==> src/rtl/fifo_sync_param.sv <==
// Single-clock synchronous FIFO with fill count, almost flags,
// overflow/underflow pulses and optional first-word-fall-through.
//
// Ports:
//   clk, rst           clock, synchronous active-high reset
//   datain, write      write data and request
//   read               read request
//   dataout            read data (registered, or head word when FWFT=1)
//   full, empty        occupancy at DEPTH / zero
//   almost_full        count >= AF_THRESH
//   almost_empty       count <= AE_THRESH
//   count              current occupancy
//   overflow           one-cycle pulse for a refused write
//   underflow          one-cycle pulse for a refused read

module fifo_sync_param #(
  parameter  int DW        = 8,
  parameter  int DEPTH     = 16,
  parameter  int AF_THRESH = 14,
  parameter  int AE_THRESH = 2,
  parameter  int FWFT      = 0,
  localparam int CW        = $clog2(DEPTH + 1),
  localparam int AW        = (DEPTH > 1) ? $clog2(DEPTH) : 1
) (
  input  logic          clk,
  input  logic          rst,
  input  logic [DW-1:0] datain,
  input  logic          write,
  input  logic          read,
  output logic [DW-1:0] dataout,
  output logic          full,
  output logic          empty,
  output logic          almost_full,
  output logic          almost_empty,
  output logic [CW-1:0] count,
  output logic          overflow,
  output logic          underflow
);

  logic [DW-1:0] mem [DEPTH];

  logic [AW-1:0] wr_ptr;
  logic [AW-1:0] rd_ptr;
  logic [AW-1:0] wr_ptr_nxt;
  logic [AW-1:0] rd_ptr_nxt;

  logic          wr_ok;
  logic          rd_ok;
  logic [CW-1:0] count_nxt;

  // Explicit wrap so non-power-of-2 depths work.
  function automatic logic [AW-1:0] ptr_inc(
    input logic [AW-1:0] p
  );
    if (p == AW'(DEPTH - 1)) begin
      return '0;
    end
    return p + 1'b1;
  endfunction

  // A read frees a slot, so a full FIFO can
  // still accept a write in the same cycle.
  always_comb begin
    rd_ok      = read & ~empty;
    wr_ok      = write & (~full | rd_ok);
    wr_ptr_nxt = wr_ok ? ptr_inc(wr_ptr) : wr_ptr;
    rd_ptr_nxt = rd_ok ? ptr_inc(rd_ptr) : rd_ptr;
    count_nxt  = count;
    unique case ({wr_ok, rd_ok})
      2'b10:   count_nxt = count + 1'b1;
      2'b01:   count_nxt = count - 1'b1;
      default: count_nxt = count;
    endcase
  end

  // Storage is never cleared; reset only
  // blocks the write in the reset cycle.
  always_ff @(posedge clk) begin
    if (!rst && wr_ok) begin
      mem[wr_ptr] <= datain;
    end
  end

  always_ff @(posedge clk) begin
    if (rst) begin
      wr_ptr <= '0;
      rd_ptr <= '0;
    end else begin
      wr_ptr <= wr_ptr_nxt;
      rd_ptr <= rd_ptr_nxt;
    end
  end

  // Status flags come from the post-edge
  // count so they line up with count.
  always_ff @(posedge clk) begin
    if (rst) begin
      count        <= '0;
      empty        <= 1'b1;
      full         <= 1'b0;
      almost_empty <= 1'b1;
      almost_full  <= 1'b0;
      overflow     <= 1'b0;
      underflow    <= 1'b0;
    end else begin
      count        <= count_nxt;
      empty        <= (count_nxt == '0);
      full         <= (count_nxt == CW'(DEPTH));
      almost_empty <= (count_nxt <= CW'(AE_THRESH));
      almost_full  <= (count_nxt >= CW'(AF_THRESH));
      overflow     <= write & ~wr_ok;
      underflow    <= read & ~rd_ok;
    end
  end

  generate
    if (FWFT != 0) begin : g_fwft
      // dataout tracks the head entry. The
      // head changes on the first write into
      // an empty FIFO and on every pop. When
      // the last word is popped alongside a
      // write, the new word is the head and
      // is taken straight from datain.
      always_ff @(posedge clk) begin
        if (rst) begin
          dataout <= '0;
        end else if (empty && wr_ok) begin
          dataout <= datain;
        end else if (rd_ok && count == CW'(1)) begin
          if (wr_ok) begin
            dataout <= datain;
          end
        end else if (rd_ok) begin
          dataout <= mem[rd_ptr_nxt];
        end
      end
    end else begin : g_std
      always_ff @(posedge clk) begin
        if (rst) begin
          dataout <= '0;
        end else if (rd_ok) begin
          dataout <= mem[rd_ptr];
        end
      end
    end
  endgenerate

endmodule

==> config.mk <==
export PLATFORM = sky130hd
export DESIGN_NAME = fifo_sync_param
export DESIGN_NICKNAME = d
export VERILOG_FILES = /design/src/rtl/fifo_sync_param.sv
export SDC_FILE = /design/constraint.sdc
export NUM_CORES = 1
export LEC_CHECK = 0
export ABC_AREA = 1
export BUFFER_PORTS_ARGS = -buffer_cell sky130_fd_sc_hd__buf_2
export CELL_PAD_IN_SITES_DETAIL_PLACEMENT = 0
export CELL_PAD_IN_SITES_GLOBAL_PLACEMENT = 1
export CORE_MARGIN = 2
export CORE_UTILIZATION = 53
export DETAILED_ROUTE_END_ITERATION = 8
export GPL_TIMING_DRIVEN = 0
export PLACE_DENSITY = 0.8
export SYNTH_ARGS = -nofsm -noshare
export SYNTH_HDL_FRONTEND = slang
export SYNTH_SLANG_ARGS = --single-unit
==> constraint.sdc <==
create_clock -name clk -period 4.5 [get_ports clk]
set_input_delay 0.45 -clock clk [delete_from_list [all_inputs] [get_ports clk]]
set_output_delay 0.45 -clock clk [all_outputs]
set_load 0.02 [all_outputs]
Word-level counts from Yosys, hierarchy flattened
Memory sizes are Yosys's and may differ from the RTL's. A register that Yosys moved wholly into a read port is not among the register bits.
Index checks and enable logic that the tools add are counted.
Widths: inputs -> output; s select.
- $add $sub $neg: 4
- magnitude comparators: 2
- eq/ne operators: 5
- mux-type cells: 9
- bitwise gates (word level): 9
- reduce and logical (&&, ||, !) cells: 3
- operators by type and width (kind ; count):
    $mux 4 ; 4
    $pmux 5 s2 ; 1
    $add 4x1->4 const B ; 2
    $eq 4x4->1 const B ; 2
    $add 5x1->5 const B ; 1
    $eq 5x5->1 const B ; 1
    $ge 5x4->1 const B ; 1
    $le 5x2->1 const B ; 1
    $logic_not 5->1 ; 1
    $sub 5x1->5 const B ; 1
    $and 1x1->1 ; 4
    $mux 1 ; 4
    $not 1->1 ; 4
    $eq 2x1->1 const B ; 1
    $eq 2x2->1 const B ; 1
    $logic_and 1x1->1 ; 1
    $logic_not 1->1 ; 1
    $or 1x1->1 ; 1
- register bits after elaboration: 19
- bits in writable memories: 128
- bits of input ports: 12
- output and inout port bits: 19
- logic and storage cells: 42
- memories: 1
- memory list (memory ; words ; width ; read ports ; clocked after Yosys merged registers in ; wr ports ; RTL line ; RTL):
    mem ; 16 ; 8 ; 1 ; 1 ; 1 ; 40 ; logic [DW-1:0] mem [DEPTH];

Depth between registers and ports, before layout
Gate-level depths: netlist of run 1.
- depth after elaboration: 7
- depth in mapped cells: 20
- mapped depth without buffers: 20

Worst setup path before layout of run 1
Ideal clock, no wire load.
- path kind: in2reg
- from: input read
- to: register empty
- setup time: 120 ps
- arrival time: 2199 ps
- required time: 4380 ps
- setup slack: 2181 ps
- stages: 14
- buffers on the path: 2
- path through: inv_1 nor2_2 buf_2 buf_2 ha_1 nand2_1 inv_1 nor2_2 ha_1 inv_1 o21ai_0 nor2_1 nand4_2 o21bai_2
- word-level cells in the longest chain between the ends: 6
- elaborated cells on any way between the ends: 7
- those cells by class: 2 x eq/ne; 1 x mux; 3 x bitwise; 1 x reduce/logical
- ends and longest elaborated chain (what ; RTL line ; RTL):
    start: declaration ; 29 ; input logic read,
    $and 1x1->1 * ; 64 ; rd_ok = read & ~empty;
    via rd_ok ; 48 ; logic rd_ok;
    $or 1x1->1 ; 65 ; wr_ok = write & (~full | rd_ok);
    $and 1x1->1 ; 65 ;
    $eq 2x1->1 / $eq 2x2->1 (equally long branches) ; 69 ; unique case ({wr_ok, rd_ok})
    $pmux 5 s2 * ; 69 ;
    $logic_not 5->1 * ; 107 ; empty <= (count_nxt == '0);
    end signal: assignment ; 107 ;
    end: declaration ; 32 ; output logic empty,
Mark *: on every way through the listed nets, which the timed path passes. The rest lies on a longest branch.
A chain may end at the register's enable or synchronous reset.

Worst setup path after layout of run 1
- from: register empty
- to: register empty
- word-level cells in the longest chain between the ends: 7
- elaborated cells on any way between the ends: 8
- those cells by class: 2 x eq/ne; 1 x mux; 4 x bitwise; 1 x reduce/logical
- ends and longest elaborated chain (what ; RTL line):
    $not 1->1 * ; 64
    $and 1x1->1 * ; 64
    via rd_ok ; 48
    $or 1x1->1 ; 65
    $and 1x1->1 ; 65
    $eq 2x1->1 / $eq 2x2->1 (equally long branches) ; 69
    $pmux 5 s2 * ; 69
    $logic_not 5->1 * ; 107
Marks and branches as above.

==> qor.yml, run 1 <==
area_growth_pct: 14.5
synth_area_um2: 6360
crit_family: "buffers and inverters"
grt_max_degree: 17
path_cells: "nor2_2 -> buf_2 -> buf_2 -> ha_1 -> nand2_1 -> inv_1 -> nor2_2 -> ha_1 -> inv_1 -> nand2_1 -> inv_1 -> nand2_1 -> nand2_1 -> nand2_1 -> o21ai_1 -> nand4_2 -> o21bai_2"
clockRootBuffer: "clkbuf_16"
skew_ps: 7.46
final_area_um2: 7280
clk_latency_ps: 430
p_leak_nw: 2.66
hpwl_um: 9980
wl_um: 15200
async_flop_share_pct: 0
finalSetupTns_ps: 0
hold_viol: 0
vias: 4249
synth.distinct_cells: 35
cts_max_level: 4
gp_congestion: 0.860
synthTopCellsByArea: "edfxtp_1, dfxtp_1, o21ai_0, nor2_1, nand2_1"
p_sw_uw: 974
grt_usage_pct: 24.8
crit_path_max_fanout: 11
power_frac_seq_pct: 45.2
synth_edf_count: 128
die_w_um: 114
report.final.setup_viol: 0
drive_above_1_share_pct: 16.8
grt_pass1_vias: 3979
fmax_mhz: 384
clock-sinks: 155
start_util_pct: 53.6
post-route-period-util_pct: 57.8
drt_drc_violations_left: 0
synthesis.nets: 571
ys_warn_count: 0
row_count: 40
worstMarginPinSlew_ps: 918
antenna_found_initial: 0
syn_area_per_cell_um2: 11.5
slowest_delay_ps: 330
core-area_um2: 11900
hold_buffers: 0
route.antenna.remaining_nets: 0
grt_pass1_wl_um: 22700
rsz0062_at_grt: "false"
ys_seq_elements: 155
crit_top_cell: "nand2_1"
yosysMostFrequentCell: "edfxtp_1"
ir_drop_uv: 273
internal_power_mw: 2.64
worstPathArrival_ps: 2960
path_class: "register to register"
dpl_cell_area_um2: 6690
cts.clk_slew.worst_paths_ps: 60
die_area_um2: 12900
avgRoutedWirePerCell_um: 20.0
worstPathRequired_ps: 4860
grt-ovfl-total: 0
comb_power_share_pct: 15.9
outcome: "finished, final reports clean"
drt-initial-drc-count: 432
min_period_ps: 2600
synth_commonest_cells: "edfxtp_1, nor2_1, o21ai_0"
cts_tree: "built"
antenna_cells: 0
worstSetupEndpointType: "register"
relSlewSlack_pct: 38.6
ys.flop_type: "edfxtp_1"
io_buffers: 30
synth_top_cell_area_share_pct: 60.5
num_io_pins: 31
drt-pass1-iter-count: 5
hold_path_class: "primary input to register"
powerDensity_nw_per_um2: 496
post-cts-setup-buffers: 0
drv_slew: 0
ys_seq_area_share_pct: 69.0
drv_cap: 0
yosysTopAreaCell: "edfxtp_1"
clk_path_buf_depth: 2
timing.critical_path.buf_inv: 5
startpoint_type: "register"
die_height_um: 114
numCtsBuffers: 17
critPathSlowestCell: "dfxtp_1"
swShare_pct: 26.9
nNetsFinal: 620
cts_resized: 0
routed_via_density: 5.59
synthCells: 551
clock_power_share_pct: 39.0
fillers: 978
metal layers:
metal / up-vias / routed length (um) / GRT usage (%)
met5: - / 0 / 0
met4: 0 / 482 / 10.2
met3: 35 / 994 / 6.48
met2: 141 / 7330 / 38.7
met1: 2023 / 6430 / 33.4
li1: 2050 / - / -
worst reg2reg max path: stages (launching register included):
cell and delay (ps):
dfxtp_1 330, nor2_2 130, buf_2 240, buf_2 300
ha_1 330, nand2_1 80, inv_1 80, nor2_2 50
ha_1 170, inv_1 50, nand2_1 90, inv_1 70
nand2_1 50, nand2_1 60, nand2_1 50, o21ai_1 170
nand4_2 170, o21bai_2 120
kinds of logic after synthesis:
group	after synthesis	synth area share, %
fa+ha+maj	8	1.57
simple gates	184	12.1
xor+xnor	4	0.551
flops	155	69.0
compound gates	139	12.3
buf+inv	61	4.57
placed cells by master (no fill, tap or decap), drive strengths merged:
master      n
edfxtp    128
nor2       93
o21ai      80
nand2      74
buf        53
inv        34
dfxtp      27
clkbuf     26
a21oi      21
o22ai      20
nand3       9
o221ai      8
o211ai      8
ha          8
clkinvlp    5
nand4       4
xor2        3
clkinv      3
nor3        2
bufinv      2
o21bai      2
nor3b       1
xnor2       1
nand3b      1
per-stage QoR:
step	power [mW]	worst slack [ps]	std cells	utilization, %	hold slack [ps]
after floorplan	2.04	2180	551	-	485
after global placement	2.23	1690	728	56.4	448
after detailed placement	2.23	1690	728	56.4	470
after CTS	3.62	1890	760	61.4	242
after global routing	3.75	1610	760	61.4	283
final	3.62	1900	760	61.4	252
sequential cells by signal, summed over array words and instances (netlist names):
name / flops
dataout: 8
full: 1
wr_ptr: 4
underflow: 1
overflow: 1
count: 5
rd_ptr: 4
empty: 1
almost_full: 1
almost_empty: 1
mem: 128
worst paths after layout:
path	cells after the start	slack (ps)	startpoint	endpoint
setup / recovery	17	1900	empty$_SDFF_PP1_	empty$_SDFF_PP1_
hold / removal	3	250	read	underflow$_SDFF_PP0_
hold reg to reg	2	470	full$_SDFF_PP0_	overflow$_SDFF_PP0_
setup reg to reg	17	1900	empty$_SDFF_PP1_	empty$_SDFF_PP1_
power groups by stage:
stage          Sequential (mW)  Clock (mW)  Combinational (mW)
6_report                  1.63        1.41               0.573
5_1_grt                   1.64        1.47               0.640
4_1_cts                   1.63        1.41               0.576
3_3_place_gp              1.66           0               0.569
3_5_place_dp              1.66           0               0.572
2_1_floorplan             1.70           0               0.345
area by class of cell:
type	count	area, um2	share of cell area (%)
inverter	34	130	1.79
sequential	155	4380	60.2
buffer	27	160	2.20
timing repair buffer	30	150	2.06
clock inverter	10	116	1.60
tap	147	184	2.53
clock buffer	22	474	6.51
multi-input combinational	335	1680	23.1
Power figures use the tool's default switching activity.
==> run 2, diff against run 1 <==
--- a/config.mk
+++ b/config.mk
@@ -5,15 +5,15 @@
 export SDC_FILE = /design/constraint.sdc
 export NUM_CORES = 1
 export LEC_CHECK = 0
-export ABC_AREA = 1
+export ABC_AREA = 0
 export BUFFER_PORTS_ARGS = -buffer_cell sky130_fd_sc_hd__buf_2
 export CELL_PAD_IN_SITES_DETAIL_PLACEMENT = 0
 export CELL_PAD_IN_SITES_GLOBAL_PLACEMENT = 1
 export CORE_MARGIN = 2
-export CORE_UTILIZATION = 53
+export CORE_UTILIZATION = 52
 export DETAILED_ROUTE_END_ITERATION = 8
 export GPL_TIMING_DRIVEN = 0
-export PLACE_DENSITY = 0.8
+export PLACE_DENSITY = 0.75
 export SYNTH_ARGS = -nofsm -noshare
 export SYNTH_HDL_FRONTEND = slang
 export SYNTH_SLANG_ARGS = --single-unit
==> constraint.sdc (replaced) <==
create_clock -name clk -period 2.5 [get_ports clk]
set_input_delay 0.25 -clock clk [delete_from_list [all_inputs] [get_ports clk]]
set_output_delay 0.25 -clock clk [all_outputs]
set_load 0.02 [all_outputs]
==> run 2 against run 1 <==
Die area is 0.33% lower; area after synthesis is 2.2% lower; highest routed layer unchanged; critical path type unchanged; clock power is 84% higher; worst hold slack worse by 180 ps; count of clock-buffer cells in the layout is 5 lower; largest power group unchanged; largest cell class unchanged; register-to-register slack worse by 1800 ps; final cell count is 23% lower; first-iteration DRC count is 50% lower; sequential share of layout area is 0.15 points lower.
==> qor.yml, run 2 <==
synthesis.nets: 391  # -32%
hold_path_class: "primary input to register"
whs_endpoint: "underflow$_SDFF_PP0_"
ys_seq_area_share_pct: 70.5  # +1.6 points
dpl_cell_area_um2: 6560  # -2.0%
reg2reg_to: "full$_SDFF_PP0_"
max_flop_register: "mem"
start_util_pct: 53.7  # +0.15 points
ir_drop_uv: 527  # +93%
grt_usage_pct: 21.1  # -3.7 points
clock_power_share_pct: 40.0  # +1.0 points
yosysTopAreaCell: "edfxtp_1"
yosysMostFrequentCell: "edfxtp_1"
finalSetupTns_ps: 0  # unchanged
hold_depth: 3  # unchanged
num_io_pins: 31  # unchanged
post-route-period-util_pct: 97.4  # +40 points
clock-sinks: 155  # unchanged
ys_seq_elements: 155  # unchanged
cts_tree: "built"
grt_max_degree: 17  # unchanged
io_buffers: 29  # -3.3%
layoutNonFillerInstCount: 582  # -23%
clk_latency_ps: 420  # about the same
avgRoutedWirePerCell_um: 21.9  # +9.3%
worstPathArrival_ps: 2770  # -190 ps
synth_edf_count: 128  # unchanged
postLayoutCoreUtil_pct: 63.1  # +1.7 points
worstPathRequired_ps: 2830  # -2030 ps
relSlewSlack_pct: 44.3  # +5.7 points
route.antenna.remaining_nets: 0  # unchanged
dp_slack_ps: -281  # -1970 ps
regToRegSetupSlack_ps: 60  # -1830 ps
powerDensity_nw_per_um2: 887  # +79%
syn_area_per_cell_um2: 16.8  # +45%
ys_warn_count: 0  # unchanged
grt_pass1_vias: 3317  # -17%
report.final.setup_viol: 0  # unchanged
die_area_um2: 12800  # -0.33%
numCtsBuffers: 17  # unchanged
wl_um: 12700  # -16%
hold_viol: 0  # unchanged
synthTopCellsByArea: "edfxtp_1, mux4_2, dfxtp_1, nor2_1, a21oi_1"
power_frac_seq_pct: 45.3  # about the same
min_period_ps: 2440  # -165 ps
worstMarginPinSlew_ps: 832  # -85.7 ps
vias: 3406  # -20%
setup_slack_ps: 64.4  # -1830 ps
timing.rr.start: "empty$_SDFF_PP1_"
hold_start: "read"
crit_path_max_fanout: 5  # -6
grt_pass1_wl_um: 19200  # -15%
swShare_pct: 24.8  # -2.1 points
clockRootBuffer: "clkbuf_16"
hold_buffers: 0  # unchanged
die_w_um: 113  # -0.16%
total_power_mw: 6.48  # +79%
drt-initial-drc-count: 216  # -50%
seq_area_um2: 4390  # about the same
p_leak_nw: 2.47  # -7.2%
drv_cap: 0  # unchanged
drv_slew: 0  # unchanged
gp_congestion: 0.747  # -13%
cts_max_level: 4  # unchanged
grt-ovfl-total: 0  # unchanged
rsz0062_at_grt: "true"
drt_drc_violations_left: 0  # unchanged
reg_top3: "mem (128), dataout (8), count (5)"
multi_input_area_um2: 1800  # +7.2%
antenna_cells: 0  # unchanged
synth_commonest_cells: "edfxtp_1, nor2_1, mux4_2"
drive_above_1_share_pct: 30.8  # +14 points
worstSetupEndpointType: "register"
hold-worst-slack_ps: 71.0  # -181 ps
drt-pass1-iter-count: 5  # unchanged
ys.flop_type: "edfxtp_1"
clk_path_buf_depth: 2  # unchanged
path_class: "register to register"
dp.cells: 543  # -25%
synth.distinct_cells: 44  # +26%
mostFrequentLayoutCells: "edfxtp_1, nor2_1, buf_2, mux4_2"
hpwl_um: 8130  # -19%
core-area_um2: 11600  # -2.5%
cts.clk_slew.worst_paths_ps: 60  # about the same
comb_power_share_pct: 14.8  # -1.1 points
fmax_mhz: 411  # +6.8%
row_count: 39  # -2.5%
nNetsFinal: 446  # -28%
largest_register_ffs: 128  # unchanged
skew_ps: 9.43  # +1.97 ps
ff2ff_path_depth: 12  # -5
die_height_um: 113  # -0.16%
layout_commonest_cell: "edfxtp_1"
antenna_found_initial: 0  # unchanged
synth_top_cell_area_share_pct: 61.8  # +1.4 points
async_flop_share_pct: 0  # unchanged
area_growth_pct: 17.5
final_area_um2: 7300  # +0.27%
fillers: 830  # -15%
startpoint_type: "register"
synth_area_um2: 6220  # -2.2%
p_sw_mw: 1.61  # +65%
routed_via_density: 5.85  # +4.7%
outcome: "finished, final reports clean"
internal_power_mw: 4.87  # +85%
synthCells: 371  # -33%
==> run 2: cell type report <==
type	count	share of cell area, %
flip-flops and latches	155	60.1
plain buffers	21	1.46
well taps	143	2.45
multi-input cells	189	24.7
inverters	5	0.308
repair buffers	37	2.81
clock inverters	15	2.38
clock buffers	17	5.83
==> run 2: power by group through the flow <==
stage	sequential [mW]	combinational (mW)	clock, mW
after floorplan	3.05	0.569	0
after global placement	2.98	0.862	0
after detailed placement	2.98	0.873	0
after CTS	2.93	0.914	2.62
after global routing	2.94	1.03	2.71
final	2.93	0.956	2.59
==> run 2: worst max-delay path by stage <==
stage	from	endpoint	slack (ps)	cells past startpoint
6_report	empty$_SDFF_PP1_	full$_SDFF_PP0_	60	12
4_1_cts	empty$_SDFF_PP1_	full$_SDFF_PP0_	-20	12
3_3_place_gp	empty$_SDFF_PP1_	full$_SDFF_PP0_	-340	12
5_1_grt	empty$_SDFF_PP1_	full$_SDFF_PP0_	-40	12
3_5_place_dp	empty$_SDFF_PP1_	full$_SDFF_PP0_	-280	12
2_1_floorplan	empty$_SDFF_PP1_	full$_SDFF_PP0_	2	12
==> run 2: timing repair <==
item / in CTS / in global routing
gates resized for setup: 10 / 8
endpoints found under the setup margin: 38 / 7
gates cloned: 0 / 0
buffers inserted: 4 / 4
pin swaps: 4 / 5
==> run 2: logic make-up after synthesis <==
kind of cell	count (synthesis)	synth area share, %
AOI/OAI and AO/OA	60	6.64
xor gates and xnor gates	6	0.845
adders and majority gates	8	1.61
buffers and inverters	27	2.07
DFF	155	70.5
muxes	35	12.1
and+or+nand+nor	80	6.22
==> run 2: critical path: stages (launching register included) <==
cell,delay (ps)
dfxtp_2,320
nand2b_4,170
a21boi_4,160
inv_2,70
ha_4,170
xor2_2,140
ha_2,190
buf_4,130
a21oi_2,130
mux2i_2,280
xor2_2,200
and2_1,170
nor4bb_2,200
==> run 2: metal layers <==
layer	global-route usage, %	vias to the layer above	wire length [um]
met3	4.45	17	515
met5	0	-	0
li1	-	1563	-
met1	29.0	1738	5560
met2	33.3	88	6440
met4	8.70	0	233
==> run 3, diff against run 2 <==
--- a/config.mk
+++ b/config.mk
@@ -14,6 +14,7 @@
 export DETAILED_ROUTE_END_ITERATION = 8
 export GPL_TIMING_DRIVEN = 0
 export PLACE_DENSITY = 0.75
+export RECOVER_POWER = 25
 export SYNTH_ARGS = -nofsm -noshare
 export SYNTH_HDL_FRONTEND = slang
 export SYNTH_SLANG_ARGS = --single-unit
==> run 3 against run 2 <==
Final area about the same; clock power about the same; global-route usage unchanged; combinational power about the same; fmax decreased by 0.16%; sequential power about the same; core utilization decreased by 0.054 points; worst hold slack about the same; sequential cell count unchanged; clock skew decreased by 2.9 ps; sequential share of layout area increased by 0.051 points; worst setup slack got worse by 4.0 ps; critical endpoint unchanged.
==> qor.yml, run 3 (synthesis gave the netlist of run 2 again) <==
outcome: "finished, final reports clean"
drt-pass1-iter-count: 4  # -1
die_area_um2: 12800  # unchanged
route.antenna.remaining_nets: 0  # unchanged
grt_max_degree: 17  # unchanged
crit_path_max_fanout: 5  # unchanged
hold_depth: 3  # unchanged
relSlewSlack_pct: 44.3  # about the same
cts_tree: "built"
reg2reg_to: "full$_SDFF_PP0_"
drt-initial-drc-count: 200  # -7.4%
reg_top3: "mem (128), dataout (8), count (5)"
core-area_um2: 11600  # unchanged
numCtsBuffers: 17  # unchanged
die_w_um: 113  # unchanged
start_util_pct: 53.7  # unchanged
grt-ovfl-total: 0  # unchanged
cts_max_level: 4  # unchanged
cts.clk_slew.worst_paths_ps: 60  # about the same
slowest_delay_ps: 320  # about the same
critPathSlowestCell: "dfxtp_2"
worstPathArrival_ps: 2770  # about the same
dp_slack_ps: -281  # unchanged
ff2ff_path_depth: 12  # unchanged
row_count: 39  # unchanged
hold_start: "read"
path_cells: "nand2b_4 -> a21boi_4 -> inv_2 -> ha_4 -> xor2_2 -> ha_2 -> buf_4 -> a21oi_2 -> mux2i_2 -> xor2_2 -> and2_1 -> nor4bb_2"
grt_pass1_vias: 3317  # unchanged
hold_viol: 0  # unchanged
report.final.setup_viol: 0  # unchanged
die_height_um: 113  # unchanged
drv_cap: 0  # unchanged
clk_latency_ps: 420  # about the same
startpoint_type: "register"
wl_um: 12700  # -0.39%
skew_ps: 6.49  # -2.94 ps
p_leak_nw: 2.45  # -0.56%
worstSetupEndpointType: "register"
drive_above_1_share_pct: 29.6  # -1.1 points
grt_pass1_wl_um: 19200  # unchanged
clock-sinks: 155  # unchanged
fmax_mhz: 410  # -0.16%
worstMarginPinSlew_ps: 832  # -0.207 ps
nNetsFinal: 446  # unchanged
regToRegSetupSlack_ps: 60  # about the same
grt_usage_pct: 21.1  # unchanged
drt_drc_violations_left: 0  # unchanged
drv_slew: 0  # unchanged
antenna_cells: 0  # unchanged
area_growth_pct: 17.4  # about the same
ir_drop_uv: 527  # about the same
timing.rr.start: "empty$_SDFF_PP1_"
setup_slack_ps: 60.4  # -3.98 ps
antenna_found_initial: 0  # unchanged
total_power_mw: 6.48  # about the same
powerDensity_nw_per_um2: 889  # +0.14%
hold-worst-slack_ps: 70.8  # -0.145 ps
hpwl_um: 8130  # unchanged
clockRootBuffer: "clkbuf_16"
avgRoutedWirePerCell_um: 21.8  # -0.39%
io_buffers: 29  # unchanged
post-route-period-util_pct: 97.6  # +0.16 points
min_period_ps: 2440  # +3.98 ps
num_io_pins: 31  # unchanged
crit_family: "simple AND/OR/NAND/NOR gates"
hold_path_class: "primary input to register"
clk_path_buf_depth: 2  # unchanged
max_flop_register: "mem"
whs_endpoint: "underflow$_SDFF_PP0_"
gp_congestion: 0.747  # unchanged
routed_via_density: 5.82  # -0.50%
finalSetupTns_ps: 0  # unchanged
worstPathRequired_ps: 2830  # about the same
layout_commonest_cell: "edfxtp_1"
crit_top_cell: "xor2_2"
path_class: "register to register"
vias: 3389  # -0.50%
largest_register_ffs: 128  # unchanged
timing.critical_path.buf_inv: 2  # unchanged
rsz0062_at_grt: "true"
mostFrequentLayoutCells: "edfxtp_1, nor2_1, mux4_2, buf_2"
==> run 3: layout make-up <==
class                   instances  area (um2)
plain buffers                  21         106
fillers                       832        4270
inverters                       5        22.5
clock inverters                15         174
clock buffers                  17         425
flip-flops and latches        155        4390
repair buffers                 37         199
well taps                     143         179
multi-input cells             189        1800
==> run 3: worst max path at each step <==
stage | cells after the start | to | slack (ps) | start
floorplan | 12 | full$_SDFF_PP0_ | 2 | empty$_SDFF_PP1_
detailed placement | 12 | full$_SDFF_PP0_ | -280 | empty$_SDFF_PP1_
finish | 12 | full$_SDFF_PP0_ | 60 | empty$_SDFF_PP1_
global route | 12 | full$_SDFF_PP0_ | -40 | empty$_SDFF_PP1_
CTS | 12 | full$_SDFF_PP0_ | -20 | empty$_SDFF_PP1_
global placement | 12 | full$_SDFF_PP0_ | -340 | empty$_SDFF_PP1_
==> run 3: layer usage <==
| layer | up-vias | global-route usage (%) | wire [um] |
|---|---|---|---|
| met3 | 16 | 4.45 | 574 |
| met5 | - | 0 | 0 |
| met1 | 1726 | 29.0 | 5350 |
| met2 | 86 | 33.3 | 6530 |
| met4 | 0 | 8.70 | 242 |
| li1 | 1561 | - | - |
==> run 3: metrics by stage <==
step	cell area, um2	cells	utilization, %
global route	7300	582	63.1
detailed placement	6560	543	56.7
finish	7300	582	63.1
floorplan	6240	371	-
global placement	6560	543	56.7
CTS	7230	578	62.6
==> run 3: what timing repair did <==
| item | in CTS | in global routing |
|---|---|---|
| resized for setup | 10 | 8 |
| hold endpoints to repair | 0 | 0 |
| pin swaps | 4 | 5 |
| setup buffers | 4 | 4 |
| hold buffers | 0 | 0 |
| setup endpoints to repair | 38 | 7 |
==> run 3: where the power goes <==
| group | leakage [nW] | internal, mW | switching [mW] | total, mW |
|---|---|---|---|---|
| clock network | 0.285 | 1.57 | 1.03 | 2.60 |
| registers | 1.37 | 2.88 | 0.0577 | 2.93 |
| logic | 0.795 | 0.430 | 0.524 | 0.955 |
==> run 3: worst register-to-register path, stage by stage, from the launching register on <==
cell and delay (ps):
dfxtp_2 320, nand2b_4 170, a21boi_4 160, inv_2 70
ha_4 180, xor2_2 140, ha_2 190, buf_4 130
a21oi_2 130, mux2i_2 280, xor2_2 200, and2_1 170
nor4bb_2 200
